===== src/rtl/svm_pkg.sv =====
// Shared constants and types for the SVM memory-manager slice.
package svm_pkg;
  localparam int DATA_WIDTH = 32;
  localparam int ADDR_WIDTH = 16;
  localparam int MAX_DIM    = 32;
  localparam int DIM_WIDTH  = 6;

  typedef enum logic [1:0] {IDLE, FETCH, DRAIN} mem_mngr_state_e;
endpackage


===== src/rtl/svm_mem_mngr_if.sv =====
// Control, memory-read and array-side signals of the memory manager.
// master = memory manager, slave = its environment (sequencer, memory, array).
interface svm_mem_mngr_if #(
  parameter int DATA_WIDTH = svm_pkg::DATA_WIDTH,
  parameter int ADDR_WIDTH = svm_pkg::ADDR_WIDTH
);
  logic                  start;
  logic [ADDR_WIDTH-1:0] start_base_addr;
  logic [5:0]            start_num_dim;
  logic                  flush;
  logic                  busy;
  logic                  done;
  logic                  mem_rd_en;
  logic [ADDR_WIDTH-1:0] mem_rd_addr;
  logic [DATA_WIDTH-1:0] mem_rd_data;
  logic                  mem_rd_data_vld;
  logic [DATA_WIDTH-1:0] mem_mngr_data;
  logic                  mem_mngr_data_vld;
  logic                  pop_fifo;

  modport master (
    input  start, start_base_addr, start_num_dim, flush,
    output busy, done,
    output mem_rd_en, mem_rd_addr,
    input  mem_rd_data, mem_rd_data_vld,
    output mem_mngr_data, mem_mngr_data_vld,
    input  pop_fifo
  );

  modport slave (
    output start, start_base_addr, start_num_dim, flush,
    input  busy, done,
    input  mem_rd_en, mem_rd_addr,
    output mem_rd_data, mem_rd_data_vld,
    input  mem_mngr_data, mem_mngr_data_vld,
    output pop_fifo
  );
endinterface


===== src/rtl/svm_sync_fifo.sv =====
// Show-ahead synchronous FIFO: the head word is visible whenever not empty.
module svm_sync_fifo #(
  parameter int DATA_WIDTH = 32,
  parameter int DEPTH      = 8
) (
  input  logic                    clk,
  input  logic                    rst,
  input  logic                    push,
  input  logic                    pop,
  input  logic                    flush,
  input  logic [DATA_WIDTH-1:0]   wr_data,
  output logic [DATA_WIDTH-1:0]   rd_data,
  output logic [$clog2(DEPTH):0]  count,
  output logic                    empty,
  output logic                    full
);
  localparam int AW = $clog2(DEPTH);

  logic [DATA_WIDTH-1:0] mem [DEPTH];
  logic [AW-1:0]         wr_ptr;
  logic [AW-1:0]         rd_ptr;
  logic                  do_pop;

  assign do_pop  = pop && !empty;
  assign empty   = (count == '0);
  assign full    = (count == (AW+1)'(DEPTH));
  // Storage is not reset, so the head is forced to zero while empty.
  assign rd_data = empty ? '0 : mem[rd_ptr];

  // Storage write.
  // NOTE: the data array carries no reset; valid words are tracked by the pointers and count alone.
  always_ff @(posedge clk) begin
    if (push) mem[wr_ptr] <= wr_data;
  end

  // Pointer and occupancy tracking; flush discards every stored word.
  // NOTE: sequential state uses non-blocking assignments so all registers update together at the edge.
  always_ff @(posedge clk) begin
    if (rst || flush) begin
      wr_ptr <= '0;
      rd_ptr <= '0;
      count  <= '0;
    end else begin
      wr_ptr <= wr_ptr + AW'(push);
      rd_ptr <= rd_ptr + AW'(do_pop);
      count  <= count + (AW+1)'(push) - (AW+1)'(do_pop);
    end
  end
endmodule


===== src/rtl/svm_mem_mngr.sv =====
// Fetches num_dim consecutive words into a show-ahead FIFO feeding the SVM
// register array; credits (fifo_count + inflight) keep the FIFO from overflowing.
module svm_mem_mngr
  import svm_pkg::*;
#(
  parameter int DATA_WIDTH = svm_pkg::DATA_WIDTH,
  parameter int ADDR_WIDTH = svm_pkg::ADDR_WIDTH,
  parameter int FIFO_DEPTH = 8
) (
  input  logic           clk,
  input  logic           rst,
  svm_mem_mngr_if.master bus
);
  localparam int CW = $clog2(FIFO_DEPTH) + 1;

  mem_mngr_state_e       state;
  logic [ADDR_WIDTH-1:0] base_addr;
  logic [DIM_WIDTH-1:0]  num_dim, issue_cnt, deliver_cnt;
  logic [CW-1:0]         inflight, discard_cnt, fifo_count;
  logic                  fifo_empty, fifo_full, fifo_push, fifo_pop;
  logic                  norm_ret, disc_ret;
  logic [DIM_WIDTH-1:0]  clamped_dim, issue_nxt, deliver_nxt;
  logic [CW-1:0]         inflight_nxt, count_nxt;
  logic [CW:0]           credit_used;
  logic                  credit_ok;

  svm_sync_fifo #(.DATA_WIDTH(DATA_WIDTH), .DEPTH(FIFO_DEPTH)) u_fifo (
    .clk     (clk),
    .rst     (rst),
    .push    (fifo_push),
    .pop     (fifo_pop),
    .flush   (bus.flush),
    .wr_data (bus.mem_rd_data),
    .rd_data (bus.mem_mngr_data),
    .count   (fifo_count),
    .empty   (fifo_empty),
    .full    (fifo_full)
  );

  assign bus.mem_mngr_data_vld = !fifo_empty;

  // Return routing and the post-edge counter values that the registered outputs are computed from.
  // NOTE: every always_comb output is assigned unconditionally, so no latch can be inferred.
  always_comb begin
    clamped_dim  = (bus.start_num_dim > DIM_WIDTH'(MAX_DIM)) ? DIM_WIDTH'(MAX_DIM) : bus.start_num_dim;
    disc_ret     = bus.mem_rd_data_vld && (discard_cnt != '0);
    norm_ret     = bus.mem_rd_data_vld && (discard_cnt == '0);
    fifo_pop     = bus.pop_fifo && !fifo_empty;
    fifo_push    = norm_ret && (!fifo_full || fifo_pop);
    issue_nxt    = issue_cnt + DIM_WIDTH'(bus.mem_rd_en);
    deliver_nxt  = deliver_cnt + DIM_WIDTH'(fifo_pop);
    inflight_nxt = inflight + CW'(bus.mem_rd_en) - CW'(norm_ret);
    count_nxt    = fifo_count + CW'(fifo_push) - CW'(fifo_pop);
    credit_used  = {1'b0, count_nxt} + {1'b0, inflight_nxt};
    credit_ok    = credit_used < (CW+1)'(FIFO_DEPTH);
  end

  // Fetch FSM with registered busy/done/read outputs and the issue/inflight/deliver/discard counters.
  always_ff @(posedge clk) begin
    if (rst) begin
      state           <= IDLE;
      base_addr       <= '0;
      num_dim         <= '0;
      issue_cnt       <= '0;
      deliver_cnt     <= '0;
      inflight        <= '0;
      discard_cnt     <= '0;
      bus.busy        <= 1'b0;
      bus.done        <= 1'b0;
      bus.mem_rd_en   <= 1'b0;
      bus.mem_rd_addr <= '0;
    end else if (bus.flush) begin
      // Outstanding reads become discards; their returns must never reach the FIFO.
      state         <= IDLE;
      issue_cnt     <= '0;
      inflight      <= '0;
      discard_cnt   <= discard_cnt - CW'(disc_ret) + inflight_nxt;
      bus.busy      <= 1'b0;
      bus.done      <= 1'b0;
      bus.mem_rd_en <= 1'b0;
    end else begin
      bus.done        <= 1'b0;
      inflight        <= inflight_nxt;
      issue_cnt       <= issue_nxt;
      deliver_cnt     <= deliver_nxt;
      bus.mem_rd_addr <= base_addr + ADDR_WIDTH'(issue_nxt);
      if (disc_ret) discard_cnt <= discard_cnt - CW'(1);
      case (state)
        IDLE: begin
          bus.mem_rd_en <= 1'b0;
          if (bus.start && (discard_cnt == '0)) begin
            if (clamped_dim == '0) begin
              bus.done <= 1'b1;
            end else begin
              state           <= FETCH;
              bus.busy        <= 1'b1;
              base_addr       <= bus.start_base_addr;
              num_dim         <= clamped_dim;
              issue_cnt       <= '0;
              deliver_cnt     <= '0;
              bus.mem_rd_en   <= 1'b1;
              bus.mem_rd_addr <= bus.start_base_addr;
            end
          end
        end
        FETCH: begin
          if (bus.mem_rd_en && (issue_nxt == num_dim)) begin
            state         <= DRAIN;
            bus.mem_rd_en <= 1'b0;
          end else begin
            bus.mem_rd_en <= (issue_nxt < num_dim) && credit_ok;
          end
        end
        DRAIN: begin
          bus.mem_rd_en <= 1'b0;
          if ((inflight_nxt == '0) && (count_nxt == '0) && (deliver_nxt == num_dim)) begin
            state    <= IDLE;
            bus.busy <= 1'b0;
            bus.done <= 1'b1;
          end
        end
        default: state <= IDLE;
      endcase
    end
  end
endmodule

===== src/flat_wrapper.sv =====
// flat-port wrapper written by rule: the top's interface ports become plain ports
module svm_mem_mngr_flat import svm_pkg::*;
#(
  parameter int DATA_WIDTH = svm_pkg::DATA_WIDTH,
  parameter int ADDR_WIDTH = svm_pkg::ADDR_WIDTH,
  parameter int FIFO_DEPTH = 8
)
  (clk, rst, bus_start, bus_start_base_addr, bus_start_num_dim, bus_flush, bus_busy, bus_done, bus_mem_rd_en, bus_mem_rd_addr, bus_mem_rd_data, bus_mem_rd_data_vld, bus_mem_mngr_data, bus_mem_mngr_data_vld, bus_pop_fifo);
  svm_mem_mngr_if #(.DATA_WIDTH(DATA_WIDTH), .ADDR_WIDTH(ADDR_WIDTH)) bus_i ();
  input  logic clk;
  input  logic rst;
  input wire logic [$bits(bus_i.start)-1:0] bus_start;
  input wire logic [$bits(bus_i.start_base_addr)-1:0] bus_start_base_addr;
  input wire logic [$bits(bus_i.start_num_dim)-1:0] bus_start_num_dim;
  input wire logic [$bits(bus_i.flush)-1:0] bus_flush;
  output wire logic [$bits(bus_i.busy)-1:0] bus_busy;
  output wire logic [$bits(bus_i.done)-1:0] bus_done;
  output wire logic [$bits(bus_i.mem_rd_en)-1:0] bus_mem_rd_en;
  output wire logic [$bits(bus_i.mem_rd_addr)-1:0] bus_mem_rd_addr;
  input wire logic [$bits(bus_i.mem_rd_data)-1:0] bus_mem_rd_data;
  input wire logic [$bits(bus_i.mem_rd_data_vld)-1:0] bus_mem_rd_data_vld;
  output wire logic [$bits(bus_i.mem_mngr_data)-1:0] bus_mem_mngr_data;
  output wire logic [$bits(bus_i.mem_mngr_data_vld)-1:0] bus_mem_mngr_data_vld;
  input wire logic [$bits(bus_i.pop_fifo)-1:0] bus_pop_fifo;
  assign bus_i.start = bus_start;
  assign bus_i.start_base_addr = bus_start_base_addr;
  assign bus_i.start_num_dim = bus_start_num_dim;
  assign bus_i.flush = bus_flush;
  assign bus_busy = bus_i.busy;
  assign bus_done = bus_i.done;
  assign bus_mem_rd_en = bus_i.mem_rd_en;
  assign bus_mem_rd_addr = bus_i.mem_rd_addr;
  assign bus_i.mem_rd_data = bus_mem_rd_data;
  assign bus_i.mem_rd_data_vld = bus_mem_rd_data_vld;
  assign bus_mem_mngr_data = bus_i.mem_mngr_data;
  assign bus_mem_mngr_data_vld = bus_i.mem_mngr_data_vld;
  assign bus_i.pop_fifo = bus_pop_fifo;
  svm_mem_mngr #(.DATA_WIDTH(DATA_WIDTH), .ADDR_WIDTH(ADDR_WIDTH), .FIFO_DEPTH(FIFO_DEPTH)) u_core (.clk(clk), .rst(rst), .bus(bus_i));
endmodule

===== config.mk =====
export PLATFORM = sky130hd
export DESIGN_NAME = svm_mem_mngr_flat
export DESIGN_NICKNAME = d
export VERILOG_FILES = /design/src/rtl/svm_pkg.sv /design/src/rtl/svm_mem_mngr_if.sv /design/src/rtl/svm_sync_fifo.sv /design/src/rtl/svm_mem_mngr.sv /design/src/flat_wrapper.sv
export SDC_FILE = /design/constraint.sdc
export NUM_CORES = 1
export LEC_CHECK = 0
export ABC_AREA = 1
export ABC_CLOCK_PERIOD_IN_PS = 8000
export BUFFER_PORTS_ARGS = -buffer_cell sky130_fd_sc_hd__buf_2
export CAP_MARGIN = 20
export CELL_PAD_IN_SITES_DETAIL_PLACEMENT = 1
export CELL_PAD_IN_SITES_GLOBAL_PLACEMENT = 2
export CORE_AREA = 2 2 205 207
export CTS_CLUSTER_SIZE = 8
export DETAILED_ROUTE_END_ITERATION = 7
export DIE_AREA = 0 0 207 209
export GPL_TIMING_DRIVEN = 0
export PLACE_DENSITY = 0.77
export SYNTH_ARGS = -nofsm -noshare
export SYNTH_HDL_FRONTEND = slang
export SYNTH_SLANG_ARGS = --single-unit

===== constraint.sdc =====
create_clock -name clk -period 8 [get_ports clk]
set_input_delay 1.2 -clock clk [delete_from_list [all_inputs] [get_ports clk]]
set_output_delay 1.2 -clock clk [all_outputs]
set_load 0.01 [all_outputs]

-- After elaboration in Yosys (flattened, before gate mapping)
Memories as Yosys holds them, arrays and structs flattened. A register that Yosys moved wholly into a read port is not among the register bits.
Index checks and enable logic that the tools add are counted.
- add/sub/neg operators: 14
- $lt $le $gt $ge: 3
- equal/unequal tests: 9
- muxes and demuxes: 33
- bitwise logic cells: 2
- reduce and logical (&&, ||, !) cells: 28
- operators by type and width (kind ; count):
    16-bit 2-to-1 mux ; 3
    6-bit 2-to-1 mux ; 7
    32-bit 2-to-1 mux ; 1
    16-bit by 6-bit adder with 16-bit output ; 1
    4-bit zero test ; 4
    4-bit by 1-bit subtractor with 4-bit output ; 4
    6-bit by 1-bit adder with 6-bit output ; 2
    6-bit equality test ; 2
    4-bit AND reduction ; 3
    1-bit 2-to-1 mux ; 11
    1-bit logical AND ; 10
    4-bit by 1-bit adder with 4-bit output ; 2
    2-bit 2-to-1 mux ; 4
    4-bit 2-to-1 mux ; 2
    3-bit by 1-bit adder with 3-bit output ; 2
    6-bit > comparator (second input constant) ; 1
    6-bit zero test ; 1
    6-bit < comparator ; 1
    2-bit by 1-bit != test with 1-bit output (second input constant) ; 3
    2-bit one-hot mux with 3 select lines ; 1
    4-bit by 4-bit adder with 5-bit output ; 1
    5-bit by 4-bit < comparator with 1-bit output (second input constant) ; 1
    4-bit adder ; 1
    4-bit equality test (second input constant) ; 1
    other kinds (15) ; 20
- bits in registers: 73
- bits in writable memories: 256
- input bits: 60
- output and inout bits: 52
- logic and storage cells: 104
- memories kept: 1
- memories (name ; words ; bits a word ; read ports ; clocked after Yosys merged registers in ; wr ports ; line ; RTL):
    u_core.u_fifo.mem ; 8 ; 32 ; 1 ; 1 ; 1 ; svm_sync_fifo.sv:19 ; logic [DATA_WIDTH-1:0] mem [DEPTH];

-- Logic depth before layout (Yosys ltp)
- word-level depth: 12
- depth in mapped cells: 20
- depth with buffers taken out: 20

-- Modules after synthesis
From an unflattened synthesis, not the netlist that was laid out.
- cells, all modules: 1740
- area, all modules: 15662.5 um2
- modules (own cells, without submodules) (module ; instances ; cells each ; area each (um2) ; seq. area each (um2)):
    svm_sync_fifo ; 1 ; 1184 ; 11707.5 ; 7887.6
    svm_mem_mngr ; 1 ; 556 ; 3955.0 ; 1261.2

-- Least setup slack after synthesis
No wires, ideal clock.
- path type: input to register
- from: input bus_mem_rd_data_vld
- to: memory u_core.u_fifo.mem[6][0] (enable)
- setup time: 0.461 ns
- arrival: 3.843 ns
- data required time: 7.539 ns
- setup slack: 3.696 ns
- cell stages on the path: 5
- path buffers: 0
- cell sequence: inv_1 nor2_1 o21a_1 nand2_1 nor3_1
- longest elaborated chain between the ends: 4
- ends and longest elaborated chain (item ; line ; RTL):
    from (decl) ; flat_wrapper.sv:21 ; input wire logic [$bits(bus_i.mem_rd_data_vld)-1:0] bus_mem_rd_data_vld;
    1-bit logical AND ; svm_mem_mngr.sv:47 ; norm_ret = bus.mem_rd_data_vld && (discard_cnt == '0);
    1-bit logical AND ; svm_mem_mngr.sv:49 ; fifo_push = norm_ret && (!fifo_full || fifo_pop);
    1-bit 2-to-1 mux ; svm_sync_fifo.sv:33 ; if (push) mem[wr_ptr] <= wr_data;
    1-bit 2-to-1 mux (not written as such) ; svm_sync_fifo.sv:33 ;
    to (decl) ; svm_sync_fifo.sv:19 ;
No other way between the ends.

==> impl_metrics.csv <==
group,metric,value,unit
layout,syn2layout_area_growth,20.1,%
synth,ys_ff_latch,329,
pwr,vdd_drop_max,208,uV
routing,antenna_left,0,
hold_path,hold_class,"reg2reg",
worst_setup_path,critical_path_class,"reg2out",
worst_setup_path,slowest_stage,"dfxtp_1",
floorplanning,ios,112,
routing,first_pass_iters,6,
timing,slew-limit-headroom,34.2,%
synth,syn_area_per_cell,10.7,um^2
place,dp_hpwl,27.5,mm
synth,yosysMostFrequentCell,"edfxtp_1",
synth,synth_common_cells,"edfxtp_1 (256), nor2_1 (252), o21ai_0 (188)",
pwr,p_per_area,287,nW/um^2
synth,yosysTopAreaCell,"edfxtp_1",
routing,route.detailed.drc,0,
timing,tightestPinTransition,0.981,ns
worst_setup_path,critPathMostFrequentCell,"buf_2",
floorplanning,initial_core_util,34.4,%
global_routing,use_met1,23.8,%
cts,cts_tree,"built",
cts,postCtsSetupBuffers,0,
routing,routed-via-count,10500,
worst_setup_path,worstPathMaxFanout,10,
place,place_congestion,0.856,
synth,async_flop_share,0,%
synth,synth_flop_cell,"edfxtp_1",
floorplanning,core,41300,um^2
synth,yosysWarnings,0,
worst_setup_path,cp-end-kind,"primary output",
worst_setup_path,cp.required,6.80,ns
synth,syn_inst,1325,
pwr,p_leak,6.41,nW
global_routing,met2_usage,32.6,%
floorplanning,die_y,209,um
cts,postCtsHoldBufs,0,
routing,vias_per_cell,5.08,
timing,maxSlewViolCount,0,
global_routing,grt_max_degree,25,
global_routing,first_global_vias,11100,
floorplanning,rows,75,
worst_setup_path,cp-start-kind,"flop",
routing,wire_per_inst,19.6,um
floorplanning,die_x,207,um
timing,fmax,245,MHz
synth,netlist_area,14200,um^2
status,status,"finished, final reports clean",
layout,final_nets,1604,
cts,clock-sinks,329,
synth,synth_top_cell_area_share,54.1,%
timing,layout_min_cycle_time,4.08,ns
global_routing,grt_usage,18.7,%
layout,drive_above_1_share,14.3,%
routing,first_iter_violations,642,
hold_path,hp-start,"u_core.bus.mem_rd_addr[8]",
worst_setup_path,reg2reg_from,"u_core.discard_cnt[0]",
timing,rsz0062_at_grt,"false",
timing,setup_viol,0,
synth,synth_nets,1433,
cts,cts_root_buf,"clkbuf_16",
global_routing,antenna_found_initial,2,
synth,yosysUniqueCellTypes,46,
cts,h-tree-depth,2,
global_routing,grt_use_met3,3.37,%
timing,clock_skew,0.0242,ns
cts,cts_resized,0,
timing,fin_setup_tns,0,ns
floorplanning,dieArea,43300,um^2
global_routing,grt_pass1_wl,62.9,mm
worst_setup_path,crit_chain,"buf_2 -> buf_2 -> buf_2 -> nor2_1 -> nor2_1 -> o21ai_0 -> a31oi_1 -> buf_2",
cts,clock_path_buffers,3,
global_routing,grt-busiest-layer,"met2",
synth,synth-edff-count,256,
worst_setup_path,crit_start,"u_core.u_fifo.rd_ptr[0]",
cts,cts_made_buffers,47,
cts,clk_latency,0.58,ns
worst_setup_path,arrival,2.88,ns
cts,cts.clk_slew.worst_paths,0.06,ns
synth,synth.area.top_cells,"edfxtp_1 (54%), dfxtp_1 (10%), nor2_1 (6.7%)",
worst_setup_path,slowest_delay,0.44,ns
layout,final_core_util,41.3,%
global_routing,overflow,0,
place,io_buffer_count,110,
timing,hold_violations,0,
job,maxCapViolCount,0,
timing,period_share,51.0,%
synth,yosysSeqAreaShare,64.4,%
routing,routed_wl,40.3,mm
[layout make-up]
cell class                      count  area [um^2]
Clock buffer                       67         1280
Clock inverter                      3         80.1
Tap cell                          539          674
Multi-Input combinational cell    837         4470
Buffer                             62          268
Fill cell                        4563        24200
Inverter                           97          369
Sequential cell                   329         9150
Timing Repair Buffer              122          761
Antenna cell                        2         5.00
[layer usage]
layer	share of wire (%)	vias to the layer above
met3	4.4	59
met5	0.032	-
li1	-	5007
met1	45	5170
met2	49	215
met4	2.1	2
[kinds of logic (layout without fill, tap and decap cells)]
family | count (synthesis) | in the layout | share of synthesized area [%]
fa+ha+maj | 48 | 48 | 4.39
simple gates | 451 | 451 | 13.1
flops | 329 | 329 | 64.4
compound gates | 315 | 315 | 12.2
other cells | 0 | 2 | 0
buf+inv | 159 | 351 | 4.48
xor+xnor | 23 | 23 | 1.42
[registers in the layout (all words and copies together) (netlist names)]
signal                  flops
u_core.u_fifo.wr_ptr        3
u_core.bus.mem_rd_en        1
u_core.base_addr           16
u_core.u_fifo.rd_ptr        3
u_core.bus.busy             1
u_core.issue_cnt            6
u_core.u_fifo.mem         256
u_core.u_fifo.count         4
u_core.bus.done             1
u_core.inflight             4
u_core.state                2
u_core.bus.mem_rd_addr     16
u_core.deliver_cnt          6
u_core.num_dim              6
u_core.discard_cnt          4
[worst max-delay path: cells and delay by family, from the launching register on]
| family | cells | cell delay, ns |
|---|---|---|
| compound gates | 2 | 0.51 |
| buf+inv | 4 | 1.12 |
| flops | 1 | 0.44 |
| simple gates | 2 | 0.23 |
[through the flow]
stage | instances | power [mW] | hold WS (ns) | area [um^2] | worst slack, ns
2_1_floorplan | 1325 | 2.70 | 0.443 | 14200 | 3.70
3_3_place_gp | 1974 | 3.04 | 0.436 | 15400 | 1.18
3_5_place_dp | 1986 | 3.08 | 0.446 | 15700 | 3.58
4_1_cts | 2056 | 4.96 | 0.461 | 17100 | 3.91
5_1_grt | 2056 | 5.15 | 0.480 | 17100 | 3.79
6_report | 2058 | 4.90 | 0.457 | 17100 | 3.92
[power breakdown]
group / internal [mW] / leakage, nW / switching (mW)
clock network: 1.13 / 0.655 / 0.732
logic: 0.368 / 2.85 / 0.659
registers: 1.96 / 2.90 / 0.0518
[layout by cell type (no fill, tap or decap), types with 6 or more instances in the layout]
master,netlist,final
a21oi_1,31,31
a31oi_1,39,39
buf_1,6,6
buf_2,10,120
buf_6,3,7
clkbuf_1,43,61
clkbuf_16,0,48
dfxtp_1,73,73
edfxtp_1,256,256
ha_1,45,45
inv_1,87,87
inv_2,6,6
nand2_1,124,124
nand3_1,45,45
nand4_1,8,8
nor2_1,252,246
nor2_4,2,8
o21ai_0,188,188
o22ai_1,34,34
xnor2_1,6,6
xor2_1,17,17
[path summary, 6_finish.rpt]
path / end / slack (ns) / depth (start not counted)
setup / recovery: bus_mem_mngr_data[27] / 3.92 / 8
hold / removal: u_core.bus.mem_rd_addr[8] / 0.46 / 2
setup reg to reg: u_core.discard_cnt[3] / 4.21 / 19
hold reg to reg: u_core.bus.mem_rd_addr[8] / 0.46 / 2
No activity file was read; power rests on OpenSTA's default activity.
